$ cat src/rtl/fetch_unit_pkg.sv
// Shared fetch/decode types: opcodes, raw instruction layout, the fetch-to-decode
// payload, and immediate extraction helpers used by the static predictor.
package fetch_unit_pkg;

    localparam int unsigned XLEN = 32;

    typedef enum logic [6:0] {
        OP_LUI    = 7'b0110111,
        OP_AUIPC  = 7'b0010111,
        OP_JAL    = 7'b1101111,
        OP_JALR   = 7'b1100111,
        OP_BRANCH = 7'b1100011,
        OP_LOAD   = 7'b0000011,
        OP_STORE  = 7'b0100011,
        OP_IMM    = 7'b0010011,
        OP_REG    = 7'b0110011
    } OpCode;

    // R-type field split; other formats are reassembled from these fields.
    typedef struct packed {
        logic [6:0] funct7;
        logic [4:0] rs2;
        logic [4:0] rs1;
        logic [2:0] funct3;
        logic [4:0] rd;
        logic [6:0] opcode;
    } instruction_undecoded_t;

    typedef struct packed {
        instruction_undecoded_t instruction;
        logic [XLEN-1:0]        program_counter;
        logic                   branch_taken_prediction;
    } fetch_to_decode_t;

    // B-type offset: {inst[31], inst[7], inst[30:25], inst[11:8], 0}, sign-extended.
    function automatic logic [XLEN-1:0] b_immediate(input instruction_undecoded_t i);
        return {{20{i.funct7[6]}}, i.rd[0], i.funct7[5:0], i.rd[4:1], 1'b0};
    endfunction

    // J-type offset: {inst[31], inst[19:12], inst[20], inst[30:21], 0}, sign-extended.
    function automatic logic [XLEN-1:0] j_immediate(input instruction_undecoded_t i);
        return {{12{i.funct7[6]}}, i.rs1, i.funct3, i.rs2[0], i.funct7[5:0], i.rs2[4:1], 1'b0};
    endfunction

endpackage

$ cat src/rtl/fetch_unit_buffer.sv
// fetch_buffer: synchronous FIFO of fetch_to_decode_t with push, pop and flush.
// Ports: clk, reset_n (async active-low), push/push_data, pop, flush,
//        head_data (current head, registered storage), occupancy (entry count).
module fetch_buffer
    import fetch_unit_pkg::*;
#(
    parameter int unsigned DEPTH = 4,
    localparam int unsigned CNT_W = $clog2(DEPTH + 1)
) (
    input  logic             clk,
    input  logic             reset_n,
    input  logic             push,
    input  fetch_to_decode_t push_data,
    input  logic             pop,
    input  logic             flush,
    output fetch_to_decode_t head_data,
    output logic [CNT_W-1:0] occupancy
);

    localparam int unsigned PTR_W = $clog2(DEPTH);

    fetch_to_decode_t mem_q [DEPTH];
    fetch_to_decode_t mem_d [DEPTH];
    logic [PTR_W-1:0] wr_ptr_q, wr_ptr_d;
    logic [PTR_W-1:0] rd_ptr_q, rd_ptr_d;
    logic [CNT_W-1:0] count_q, count_d;

    function automatic logic [PTR_W-1:0] ptr_inc(input logic [PTR_W-1:0] p);
        return (p == PTR_W'(DEPTH - 1)) ? '0 : p + PTR_W'(1);
    endfunction

    // Next-state: flush wins over push/pop.
    always_comb begin
        mem_d    = mem_q;
        wr_ptr_d = wr_ptr_q;
        rd_ptr_d = rd_ptr_q;
        count_d  = count_q;
        if (flush) begin
            wr_ptr_d = '0;
            rd_ptr_d = '0;
            count_d  = '0;
        end else begin
            if (push) begin
                mem_d[wr_ptr_q] = push_data;
                wr_ptr_d        = ptr_inc(wr_ptr_q);
            end
            if (pop) begin
                rd_ptr_d = ptr_inc(rd_ptr_q);
            end
            count_d = count_q + CNT_W'(push) - CNT_W'(pop);
        end
    end

    always_ff @(posedge clk or negedge reset_n) begin
        if (!reset_n) begin
            for (int unsigned i = 0; i < DEPTH; i++) begin
                mem_q[i] <= '0;
            end
            wr_ptr_q <= '0;
            rd_ptr_q <= '0;
            count_q  <= '0;
        end else begin
            mem_q    <= mem_d;
            wr_ptr_q <= wr_ptr_d;
            rd_ptr_q <= rd_ptr_d;
            count_q  <= count_d;
        end
    end

    assign head_data = mem_q[rd_ptr_q];
    assign occupancy = count_q;

endmodule

$ cat src/rtl/fetch_unit.sv
// fetch_unit: instruction fetch stage. Issues word requests under a credit limit,
// tags in-order responses with their PC, predicts JAL / backward branches taken,
// and discards stale responses after a redirect.
// Ports: clk, reset_n; imem_req_* (request out), imem_rsp_* (response in);
//        redirect_valid/redirect_pc (execute flush); decode_valid/ready/data (to decode).
module fetch_unit
    import fetch_unit_pkg::*;
#(
    parameter logic [31:0] RESET_PC  = 32'h0000_0000,
    parameter int unsigned BUF_DEPTH = 4
) (
    input  logic             clk,
    input  logic             reset_n,
    output logic             imem_req_valid,
    input  logic             imem_req_ready,
    output logic [31:0]      imem_req_addr,
    input  logic             imem_rsp_valid,
    input  logic [31:0]      imem_rsp_data,
    input  logic             redirect_valid,
    input  logic [31:0]      redirect_pc,
    output logic             decode_valid,
    input  logic             decode_ready,
    output fetch_to_decode_t decode_data
);

    localparam int unsigned CNT_W = $clog2(BUF_DEPTH + 1);
    localparam int unsigned SUM_W = CNT_W + 1;

    logic [31:0]      fetch_pc_q, fetch_pc_d;
    logic [31:0]      resp_pc_q, resp_pc_d;
    logic [CNT_W-1:0] outstanding_q, outstanding_d;
    logic [CNT_W-1:0] drop_count_q, drop_count_d;

    instruction_undecoded_t rsp_word;
    fetch_to_decode_t       push_data;
    logic [CNT_W-1:0]       occupancy;
    logic [CNT_W-1:0]       outstanding_after_rsp;
    logic [31:0]            pred_target;
    logic [31:0]            redirect_target;
    logic                   rsp_live;
    logic                   pred_taken;
    logic                   redirect_event;
    logic                   credit_ok;
    logic                   req_fire;
    logic                   buf_pop;
    logic                   unused_redirect_lsbs;

    assign unused_redirect_lsbs = ^redirect_pc[1:0];

    // Response classification, static prediction and redirect selection.
    always_comb begin
        rsp_word    = instruction_undecoded_t'(imem_rsp_data);
        rsp_live    = imem_rsp_valid && (drop_count_q == '0) && !redirect_valid;
        pred_taken  = 1'b0;
        pred_target = resp_pc_q + b_immediate(rsp_word);
        if (rsp_word.opcode == OP_JAL) begin
            pred_taken  = rsp_live;
            pred_target = resp_pc_q + j_immediate(rsp_word);
        end else if (rsp_word.opcode == OP_BRANCH && imem_rsp_data[31]) begin
            pred_taken  = rsp_live;
        end
        redirect_event  = redirect_valid || pred_taken;
        redirect_target = redirect_valid ? {redirect_pc[31:2], 2'b00} : pred_target;

        // Credits cover both in-flight requests and buffered entries, so a
        // response always has a free slot.
        credit_ok = (SUM_W'(outstanding_q) + SUM_W'(occupancy)) < SUM_W'(BUF_DEPTH);
        // Gated by reset_n so the request is low the moment reset asserts.
        imem_req_valid = reset_n && credit_ok && !redirect_event;
        imem_req_addr  = fetch_pc_q;
        req_fire       = imem_req_valid && imem_req_ready;

        push_data.instruction             = rsp_word;
        push_data.program_counter         = resp_pc_q;
        push_data.branch_taken_prediction = pred_taken;

        decode_valid = (occupancy != '0) && !redirect_valid;
        buf_pop      = decode_valid && decode_ready;
    end

    // Next-state for PCs and counters.
    always_comb begin
        fetch_pc_d    = fetch_pc_q;
        resp_pc_d     = resp_pc_q;
        drop_count_d  = drop_count_q;

        outstanding_after_rsp = outstanding_q - CNT_W'(imem_rsp_valid);
        outstanding_d         = outstanding_after_rsp + CNT_W'(req_fire);

        if (redirect_event) begin
            // Everything still in flight after this cycle belongs to the old path.
            fetch_pc_d   = redirect_target;
            resp_pc_d    = redirect_target;
            drop_count_d = outstanding_after_rsp;
        end else begin
            if (req_fire) begin
                fetch_pc_d = fetch_pc_q + 32'd4;
            end
            if (rsp_live) begin
                resp_pc_d = resp_pc_q + 32'd4;
            end
            if (imem_rsp_valid && (drop_count_q != '0)) begin
                drop_count_d = drop_count_q - CNT_W'(1);
            end
        end
    end

    always_ff @(posedge clk or negedge reset_n) begin
        if (!reset_n) begin
            fetch_pc_q    <= RESET_PC;
            resp_pc_q     <= RESET_PC;
            outstanding_q <= '0;
            drop_count_q  <= '0;
        end else begin
            fetch_pc_q    <= fetch_pc_d;
            resp_pc_q     <= resp_pc_d;
            outstanding_q <= outstanding_d;
            drop_count_q  <= drop_count_d;
        end
    end

    fetch_buffer #(
        .DEPTH (BUF_DEPTH)
    ) u_fetch_buffer (
        .clk       (clk),
        .reset_n   (reset_n),
        .push      (rsp_live),
        .push_data (push_data),
        .pop       (buf_pop),
        .flush     (redirect_valid),
        .head_data (decode_data),
        .occupancy (occupancy)
    );

endmodule

$ cat config.mk
export PLATFORM = sky130hd
export DESIGN_NAME = fetch_unit
export DESIGN_NICKNAME = d
export VERILOG_FILES = /design/src/rtl/fetch_unit_pkg.sv /design/src/rtl/fetch_unit_buffer.sv /design/src/rtl/fetch_unit.sv
export SDC_FILE = /design/constraint.sdc
export NUM_CORES = 1
export LEC_CHECK = 0
export CAP_MARGIN = 10
export CORE_MARGIN = 2
export CORE_UTILIZATION = 58
export CTS_CLUSTER_DIAMETER = 60
export DETAILED_ROUTE_END_ITERATION = 10
export GPL_TIMING_DRIVEN = 0
export PLACE_DENSITY = 0.81
export SYNTH_ARGS = -nofsm -noshare
export SYNTH_HDL_FRONTEND = slang
export SYNTH_SLANG_ARGS = --single-unit
$ cat constraint.sdc
create_clock -name clk -period 4 [get_ports clk]
set_clock_uncertainty 0.1 [all_clocks]
set_input_delay 0.6 -clock clk [delete_from_list [all_inputs] [get_ports clk]]
set_output_delay 0.6 -clock clk [all_outputs]
set_load 0.05 [all_outputs]
==> impl_metrics.yaml, run 1 <==
synth:
  synth_fp_nets: 1656
  yosysSeqAreaShare: 0.475
  yosysWarnings: 0
  ys_top_cells_by_area: "dfrtp_1 (47%), mux2_2 (14%), mux4_2 (8.2%)"
  async_flop_share: 1.00
  synth_area_um2: 17800
  avgSynthCellArea_um2: 11.6
  synth_flop_cell: "dfrtp_1"
  synth.largest_area_cell: "dfrtp_1"
  synth_cell_types: 73
  synth_seq_cells: 337
  synth_top_area_share: 0.475
  synthCells: 1534
  synth_edf_count: 0
place:
  dp_hpwl_mm: 37.8
  routabilityCongestion: 1.02
  io_buffers: 165
  dpl_cell_area_um2: 20000
sta:
  hold_viol: 0
  rsz0062_at_grt: "false"
  fin_crit_ns: 3.91
  hold_slack_ns: 0.304
  slew_headroom: 0.377
  finalSetupViolCount: 0
  tightest_slew_ns: 0.934
  period_share: 0.977
  finalMaxSlewViolations: 0
  fmax_mhz: 256
layout:
  n_antenna_cell: 0
  area_growth_pct: 21.6
  fin_nets: 1872
  drive_gt1_frac: 0.252
  fin_area_um2: 21600
flow_run:
  drv_cap: 0
global_routing:
  grt_use_total: 0.337
  grt_max_degree: 110
  grt.overflow.total: 0
  grt_pass1_vias: 14231
  antenna_found_initial: 0
  grt_pass1_wl_mm: 81.7
routing:
  vias: 14237
  dr.pass1.iters: 5
  route.detailed.drc: 0
  routed_wl_mm: 53.8
  drt-initial-drc-count: 1331
  ant_nets: 0
  wire_per_inst_um: 24.7
  post_drt_via_cell_ratio: 6.55
cts:
  clock-sinks: 337
  clk_pin_slew_ns: 0.06
  clk_path_buf_depth: 3
  cts_htree_levels: 2
  clock_latency_ns: 0.54
  cts_root_buffer: "clkbuf_16"
  tritoncts: "done"
  cts_inserted_buffers: 39
worst_setup_path:
  crit_arrival_ns: 4.22
  cp-start-kind: "input port"
  cp_max_fo: 5
  cp.required_ns: 4.31
  critPathKind: "in -> reg"
  crit_start: "imem_rsp_data[4]"
  critPathCaptureType: "flop"
  r2r-start: "drop_count_q[0]$_DFFE_PN0P_"
pwr:
  vdd_drop_max_v: 0.000378
  power_mw: 12.6
  leakagePower_nw: 9.67
  p_per_area_nw_per_um2: 583
die:
  die_area_um2: 32000
  initial_utilization: 0.585
  dieHeight_um: 179
  dieWidth_um: 179
  core_um2: 30300
  ios: 169
  rows: 64
status:
  outcome: "complete, no violations"
worst_hold_path:
  hold_class: "in -> reg"
  hp-start: "imem_rsp_data[6]"
[sequential cells by signal (all words and copies together) (netlist names)]
signal,flops
u_fetch_buffer.rd_ptr_q,2
outstanding_q,3
imem_req_addr,32
u_fetch_buffer.occupancy,3
drop_count_q,3
u_fetch_buffer.mem_q,260
resp_pc_q,32
u_fetch_buffer.wr_ptr_q,2
[logic make-up (layout without fill, tap and decap cells)]
kind of cell               count (synthesis)  in the layout  share of synthesized area
xor gates and xnor gates                  29             29                     0.0143
AOI/OAI and AO/OA                        344            344                      0.124
buffers and inverters                    129            374                     0.0286
and+or+nand+nor                          346            346                     0.0918
muxes                                    297            297                      0.229
adders and majority gates                 52             52                     0.0375
DFF                                      337            337                      0.475
[worst max-delay path, cell delays in order]
cell and delay [ns]:
clkdlybuf4s15_2 0.23, nand3b_1 0.23, nor3_4 0.28, clkbuf_8 0.20, mux2_2 0.33, ha_2 0.19
fa_2 0.35, a21o_1 0.20, a221o_1 0.39, nand2_2 0.18, a21boi_0 0.12, or3_1 0.35
a32o_2 0.33, o21ai_0 0.17, nand2_1 0.07
[what timing repair did]
item	CTS	global route
endpoints found under the hold margin	30	0
setup buffers	6	2
hold buffers	2	0
endpoints found under the setup margin	87	76
gates resized for setup	53	49
pin swaps	6	10
[cell usage after synthesis, types with 14 or more instances]
library cell  number
dfrtp_1          337
mux2_2           226
nand2_1          130
o21ai_0          106
clkbuf_1          81
nor2_1            69
a21oi_1           67
mux4_2            65
ha_1              50
nand3_1           38
inv_1             30
a21o_1            26
nand4_1           25
a31oi_1           23
nor3_1            23
and3_1            18
xnor2_1           18
o21a_1            14
[cells in the final DEF, fill, tap and decap left out, types with 20 or more instances in the layout]
master	Yosys	final
a21o_1	26	26
a21oi_1	67	65
a31oi_1	23	20
clkbuf_1	81	73
clkbuf_16	0	39
clkdlybuf4s50_1	0	154
dfrtp_1	337	337
ha_1	50	44
inv_1	30	30
mux2_2	226	226
mux4_2	65	65
nand2_1	130	127
nand3_1	38	36
nand4_1	25	25
nor2_1	69	69
nor3_1	23	21
o21ai_0	106	103
[final timing paths]
kind	end	slack, ns	cells past startpoint
max	resp_pc_q[19]$_DFFE_PN0N_	0.09	15
min	u_fetch_buffer.mem_q[104]$_DFFE_PN0P_	0.30	2
max reg2reg	u_fetch_buffer.mem_q[129]$_DFFE_PN0P_	0.16	9
min reg2reg	u_fetch_buffer.mem_q[92]$_DFFE_PN0P_	0.38	2
max in group asynchronous	u_fetch_buffer.mem_q[93]$_DFFE_PN0P_	2.22	4
min in group asynchronous	u_fetch_buffer.mem_q[179]$_DFFE_PN0P_	0.51	3
[metal layers]
layer  global-route usage  routed length, um
met2                0.542              25500
met3               0.0581               4630
met1                0.460              21500
met5                    0                  0
met4                0.133               2080
[report_power, final]
part,switching [mW],internal [mW],leakage (nW),total [mW]
registers,0.406,3.92,4.53,4.32
clock network,1.50,2.18,0.656,3.68
logic,2.80,1.80,4.49,4.60
[stage by stage]
step / setup WS (ns) / TNS (ns) / cells / util
floorplan: 0.00112 / 0 / 1534 / -
global placement: -12.00 / -4402.68 / 2095 / 0.656
detailed placement: -1.32 / -59.35 / 2098 / 0.659
CTS: 0.00394 / 0 / 2173 / 0.708
global route: 0.00109 / 0 / 2175 / 0.712
finish: 0.0909 / 0 / 2175 / 0.712
[layout make-up]
class / instances / area, um2
flip-flops and latches: 337 / 8430
repair buffers: 178 / 1800
clock buffers: 51 / 1110
fillers: 2100 / 8740
clock inverters: 19 / 223
plain buffers: 95 / 419
multi-input cells: 1068 / 9010
well taps: 396 / 495
inverters: 31 / 116
Power figures use the tool's default switching activity.
==> run 2, diff against run 1 <==
--- a/config.mk
+++ b/config.mk
@@ -7,11 +7,13 @@
 export LEC_CHECK = 0
 export CAP_MARGIN = 10
 export CORE_MARGIN = 2
-export CORE_UTILIZATION = 58
+export CORE_UTILIZATION = 52
 export CTS_CLUSTER_DIAMETER = 60
 export DETAILED_ROUTE_END_ITERATION = 10
+export GPL_ROUTABILITY_DRIVEN = 0
 export GPL_TIMING_DRIVEN = 0
-export PLACE_DENSITY = 0.81
+export PLACE_DENSITY = 0.76
+export SLEW_MARGIN = 0
 export SYNTH_ARGS = -nofsm -noshare
 export SYNTH_HDL_FRONTEND = slang
 export SYNTH_SLANG_ARGS = --single-unit
==> constraint.sdc (replaced) <==
create_clock -name clk -period 3.14 [get_ports clk]
set_clock_uncertainty 0.1 [all_clocks]
set_input_delay 0.471 -clock clk [delete_from_list [all_inputs] [get_ports clk]]
set_output_delay 0.471 -clock clk [all_outputs]
set_load 0.05 [all_outputs]
==> impl_metrics.yaml, run 2 (synthesis results as in run 1) <==
status:
  outcome: "finished with violations"
  violations: "hold timing, setup timing"
die:
  core_um2: 33600
  ios: 169
  initial_utilization: 0.528
  die_area_um2: 35700
  rows: 67
  dieHeight_um: 189
  dieWidth_um: 189
worst_setup_path:
  r2r_cells: 9
  crit_arrival_ns: 3.91
  cp-start-kind: "input port"
  critPathCaptureType: "flop"
  critPathKind: "in -> reg"
  r2r-end: "resp_pc_q[31]$_DFFE_PN0N_"
  crit_top_cell: "buf_6"
  critPathSlowestCell: "a221o_1"
  worstPathCellList: "buf_8, nand3b_1, nor3_4, clkbuf_8, mux2_4, ha_4, fa_2, a21o_1, a221o_1, buf_6, a21boi_4, o21ai_2, xor2_1, a22oi_2, buf_6, a21oi_4, a2bb2oi_2"
  r2r-start: "resp_pc_q[9]$_DFFE_PN0N_"
  cp_max_fo: 4
  crit_path_max_incr_delay_ns: 0.41
  cp.required_ns: 3.44
  rrSetupSlack_ns: -0.12
routing:
  wire_per_inst_um: 24.6
  ant_nets: 0
  vias: 14701
  drt-initial-drc-count: 1718
  route.detailed.drc: 0
  routed_wl_mm: 55.3
  dr.pass1.iters: 7
  post_drt_via_cell_ratio: 6.55
place:
  dp_hpwl_mm: 37.9
  dp.cells: 2149
  io_buffers: 165
sta:
  fin_ws_ns: -0.474
  tightest_slew_ns: 1.00
  fin_setup_tns_ns: -11.83
  fmax_mhz: 277
  period_share: 1.15
  hold_slack_ns: -0.218
  slew_headroom: 0.331
  fin_crit_ns: 3.61
  hold_viol: 106
  finalMaxSlewViolations: 0
  rsz0062_at_grt: "true"
  finalSetupViolCount: 46
layout:
  largest_reg_flops: 260
  seq_area_um2: 8430
  layout_commonest_cell: "dfrtp_1"
  area_growth_pct: 25.2
  drive_gt1_frac: 0.323
  regMostFlops: "u_fetch_buffer.mem_q"
  nFillCells: 2435
  multi_input_area_um2: 9510
  fin_nets: 1894
  final_cell_mix: "dfrtp_1 (336), mux2_2 (225), nand2_1 (126)"
  finalNonFillerCells: 2246
global_routing:
  grt_pass1_wl_mm: 83.6
  grt_pass1_vias: 14589
  grt.overflow.total: 0
  grt_max_degree: 118
  antenna_found_initial: 1
  grt_use_total: 0.305
flow_run:
  drv_cap: 0
cts:
  tritoncts: "done"
  clock_latency_ns: 0.53
  clk_path_buf_depth: 3
  cts_inserted_buffers: 38
  clk_pin_slew_ns: 0.06
  cts_root_buffer: "clkbuf_16"
  cts_htree_levels: 2
  clock-sinks: 337
worst_hold_path:
  hold_class: "in -> async"
pwr:
  p_per_area_nw_per_um2: 708
  leakagePower_nw: 10.0
  vdd_drop_max_v: 0.000502
-- run 2: cell count changes in the layout (fill, tap and decap cells not counted), moves of 13 or more --
cell,change
clkdlybuf4s15_2,+19
o21ai_1,+13
o21ai_0,-18
dlygate4sd2_1,+36
clkbuf_1,-22
clkbuf_2,+23
clkdlybuf4s50_1,-64
buf_4,+21
-- run 2: per-stage QoR --
stage,area [um2],power (mW),setup WS [ns],util
finish,22200,15.7,-0.474,0.661
global route,22200,16.4,-0.551,0.661
CTS,21800,15.5,-0.345,0.650
detailed placement,20200,11.3,-1.84,0.601
global placement,20100,11.2,-12.77,0.599
floorplan,17900,9.40,-0.547,-
-- run 2: per-layer routing --
metal  vias up  GRT usage  wire length (um)
li1       6183          -                 -
met1      7480      0.411             21900
met2       809      0.487             25500
met3       229     0.0495              4470
met4         0      0.143              3350
met5         -          0                 0
-- run 2: layout make-up --
class / count / share of cell area
multi-input cells: 1068 / 0.428
flip-flops and latches: 337 / 0.379
repair buffers: 202 / 0.0871
clock buffers: 54 / 0.0500
well taps: 448 / 0.0252
plain buffers: 94 / 0.0215
inverters: 31 / 0.00523
clock inverters: 11 / 0.00383
diodes: 1 / 0.000113
-- run 2: worst max-delay path by stage --
stage,startpoint,endpoint,slack [ns]
3_5_place_dp,imem_rsp_data[31],imem_req_valid,-1.84
4_1_cts,imem_rsp_data[4],resp_pc_q[31]$_DFFE_PN0N_,-0.35
6_report,imem_rsp_data[4],resp_pc_q[11]$_DFFE_PN0N_,-0.47
5_1_grt,imem_rsp_data[4],resp_pc_q[31]$_DFFE_PN0N_,-0.55
3_3_place_gp,reset_n,u_fetch_buffer.mem_q[24]$_DFFE_PN0P_,-12.77
2_1_floorplan,imem_rsp_data[4],resp_pc_q[31]$_DFFE_PN0N_,-0.55
-- run 2: where the power goes --
group          internal (mW)  total, mW  switching (mW)  leakage [nW]
registers               4.99       5.55           0.562          4.53
logic                   2.23       5.90            3.67          4.89
clock network           2.48       4.29            1.81         0.597
total                   9.70       15.7            6.04          10.0
-- run 2: timing repair --
item	in CTS	in global routing
resized for setup	251	116
setup buffers	25	10
pin swaps	32	36
endpoints found under the hold margin	106	106
setup endpoints to repair	316	212
-- run 2: worst max-delay path: cells and delay by family --
family / cells / cell delay [ns]
and+or+nand+nor: 2 / 0.52
xor gates and xnor gates: 1 / 0.18
adders and majority gates: 2 / 0.53
muxes: 1 / 0.32
AOI/OAI and AO/OA: 7 / 1.27
buffers and inverters: 4 / 0.62
==> run 3, diff against run 2 <==
--- a/config.mk
+++ b/config.mk
@@ -8,12 +8,11 @@
 export CAP_MARGIN = 10
 export CORE_MARGIN = 2
 export CORE_UTILIZATION = 52
-export CTS_CLUSTER_DIAMETER = 60
 export DETAILED_ROUTE_END_ITERATION = 10
 export GPL_ROUTABILITY_DRIVEN = 0
 export GPL_TIMING_DRIVEN = 0
 export PLACE_DENSITY = 0.76
-export SLEW_MARGIN = 0
+export SLEW_MARGIN = 20
 export SYNTH_ARGS = -nofsm -noshare
 export SYNTH_HDL_FRONTEND = slang
 export SYNTH_SLANG_ARGS = --single-unit
==> impl_metrics.yaml, run 3 (synthesis results as in run 1) <==
sta:
  tightest_slew_ns: 1.01
  fin_ws_ns: -0.498
  period_share: 1.16
  hold_viol: 0
  finalMaxSlewViolations: 0
  hold_slack_ns: 0.161
  fmax_mhz: 275
  slew_headroom: 0.329
  finalSetupViolCount: 51
  rsz0062_at_grt: "true"
  fin_crit_ns: 3.64
routing:
  post_drt_via_cell_ratio: 6.44
  dr.pass1.iters: 6
  wire_per_inst_um: 24.4
  route.detailed.drc: 0
  routed_wl_mm: 55.0
  ant_nets: 0
  vias: 14532
  drt-initial-drc-count: 1518
die:
  dieWidth_um: 189
  ios: 169
  initial_utilization: 0.528
  core_um2: 33600
  die_area_um2: 35700
  dieHeight_um: 189
  rows: 67
worst_hold_path:
  hold_class: "in -> reg"
cts:
  clk_pin_slew_ns: 0.06
  tritoncts: "done"
  cts_root_buffer: "clkbuf_16"
  clock_latency_ns: 0.53
  clk_path_buf_depth: 3
  cts_inserted_buffers: 38
  cts_htree_levels: 2
  clock-sinks: 337
place:
  io_buffers: 165
  dpl_cell_area_um2: 20200
  dp_hpwl_mm: 38.1
worst_setup_path:
  crit_path_max_incr_delay_ns: 0.42
  crit_family: "compound AO/OA/AOI/OAI gates"
  critPathCaptureType: "flop"
  cp_max_fo: 4
  crit_arrival_ns: 3.96
  critPathSlowestCell: "a221o_1"
  crit_buf_inv: 3
  cp-start-kind: "input port"
  worstPathCellList: "buf_8, nand3b_1, nor3_4, clkbuf_8, mux2_4, ha_4, fa_2, a21o_1, a221o_1, nand3_2, buf_4, a211oi_2, mux2i_1, o311a_4, o41ai_2, a22o_1"
  critPathKind: "in -> reg"
  cp.required_ns: 3.46
layout:
  fin_nets: 1902
  area_growth_pct: 26.1
  nFillCells: 2467
  final_cell_mix: "dfrtp_1 (336), mux2_2 (225), nand2_1 (122)"
  drive_gt1_frac: 0.327
  fin_area_um2: 22400
  largest_reg_flops: 260
  regMostFlops: "u_fetch_buffer.mem_q"
  n_antenna_cell: 0
  layout_commonest_cell: "dfrtp_1"
  final_core_util: 0.667
global_routing:
  grt_max_degree: 98
  grt_use_total: 0.306
  antenna_found_initial: 0
  grt_pass1_vias: 14507
  grt_pass1_wl_mm: 83.7
  grt.overflow.total: 0
status:
  violations: "setup timing"
  outcome: "finished with violations"
pwr:
  vdd_drop_max_v: 0.000534
  power_mw: 16.1
  leakagePower_nw: 10.1
  p_per_area_nw_per_um2: 720
flow_run:
  drv_cap: 0
## run 3: stage by stage
stage,worst slack [ns],instances,TNS [ns]
floorplan,-0.547,1534,-8.43
global placement,-12.77,2147,-4872.77
detailed placement,-1.84,2150,-276.38
CTS,-0.363,2246,-6.56
global route,-0.617,2255,-19.37
finish,-0.498,2255,-13.71
## run 3: worst register-to-register path: cells and delay by family (launching register included)
family                 cells  cell delay, ns
buffers and inverters      1            0.19
AO/OA/AOI/OAI              2            0.37
AND/OR/NAND/NOR            6            1.92
flip-flops                 1            0.56
## run 3: repair_timing
action | 4_1_cts | 5_1_grt
resized for setup | 240 | 124
setup buffers | 30 | 11
pin swaps | 42 | 32
hold endpoints to repair | 80 | 0
setup endpoints to repair | 323 | 234
hold buffers | 2 | 0
## run 3: where the power goes
group          switching (mW)  internal [mW]
combinational            3.65           2.19
sequential              0.544           4.99
clock                    1.82           2.94
total                    6.02           10.1
## run 3: area by class of cell
cell class	instances	area [um2]	area share
inverters	31	116	0.00519
plain buffers	96	489	0.0218
clock buffers	53	1140	0.0508
repair buffers	208	1980	0.0883
well taps	448	561	0.0250
flip-flops and latches	337	8430	0.376
multi-input cells	1068	9480	0.423
clock inverters	14	213	0.00949
## run 3: final timing paths
check                                                      startpoint                               endpoint  slack, ns  depth (start not counted)
max in group asynchronous                                     reset_n   u_fetch_buffer.mem_q[22]$_DFFE_PN0P_       1.19                          5
worst min register to register  u_fetch_buffer.mem_q[135]$_DFFE_PN0P_  u_fetch_buffer.mem_q[135]$_DFFE_PN0P_       0.38                          2
worst min-delay path                                 imem_rsp_data[5]  u_fetch_buffer.mem_q[103]$_DFFE_PN0P_       0.16                          2
worst max register to register               resp_pc_q[9]$_DFFE_PN0N_              resp_pc_q[31]$_DFFE_PN0N_      -0.13                          9
min in group asynchronous                                     reset_n  u_fetch_buffer.mem_q[170]$_DFFE_PN0P_       0.51                          3
worst max-delay path                                 imem_rsp_data[4]              resp_pc_q[17]$_DFFE_PN0N_      -0.50                         16
## run 3: metal layers
| layer | up-vias | track usage | routed length (um) |
|---|---|---|---|
| li1 | 6210 | - | - |
| met1 | 7223 | 0.408 | 21300 |
| met2 | 879 | 0.485 | 25400 |
| met3 | 220 | 0.0548 | 5010 |
| met4 | 0 | 0.151 | 3300 |
| met5 | - | 0 | 0 |
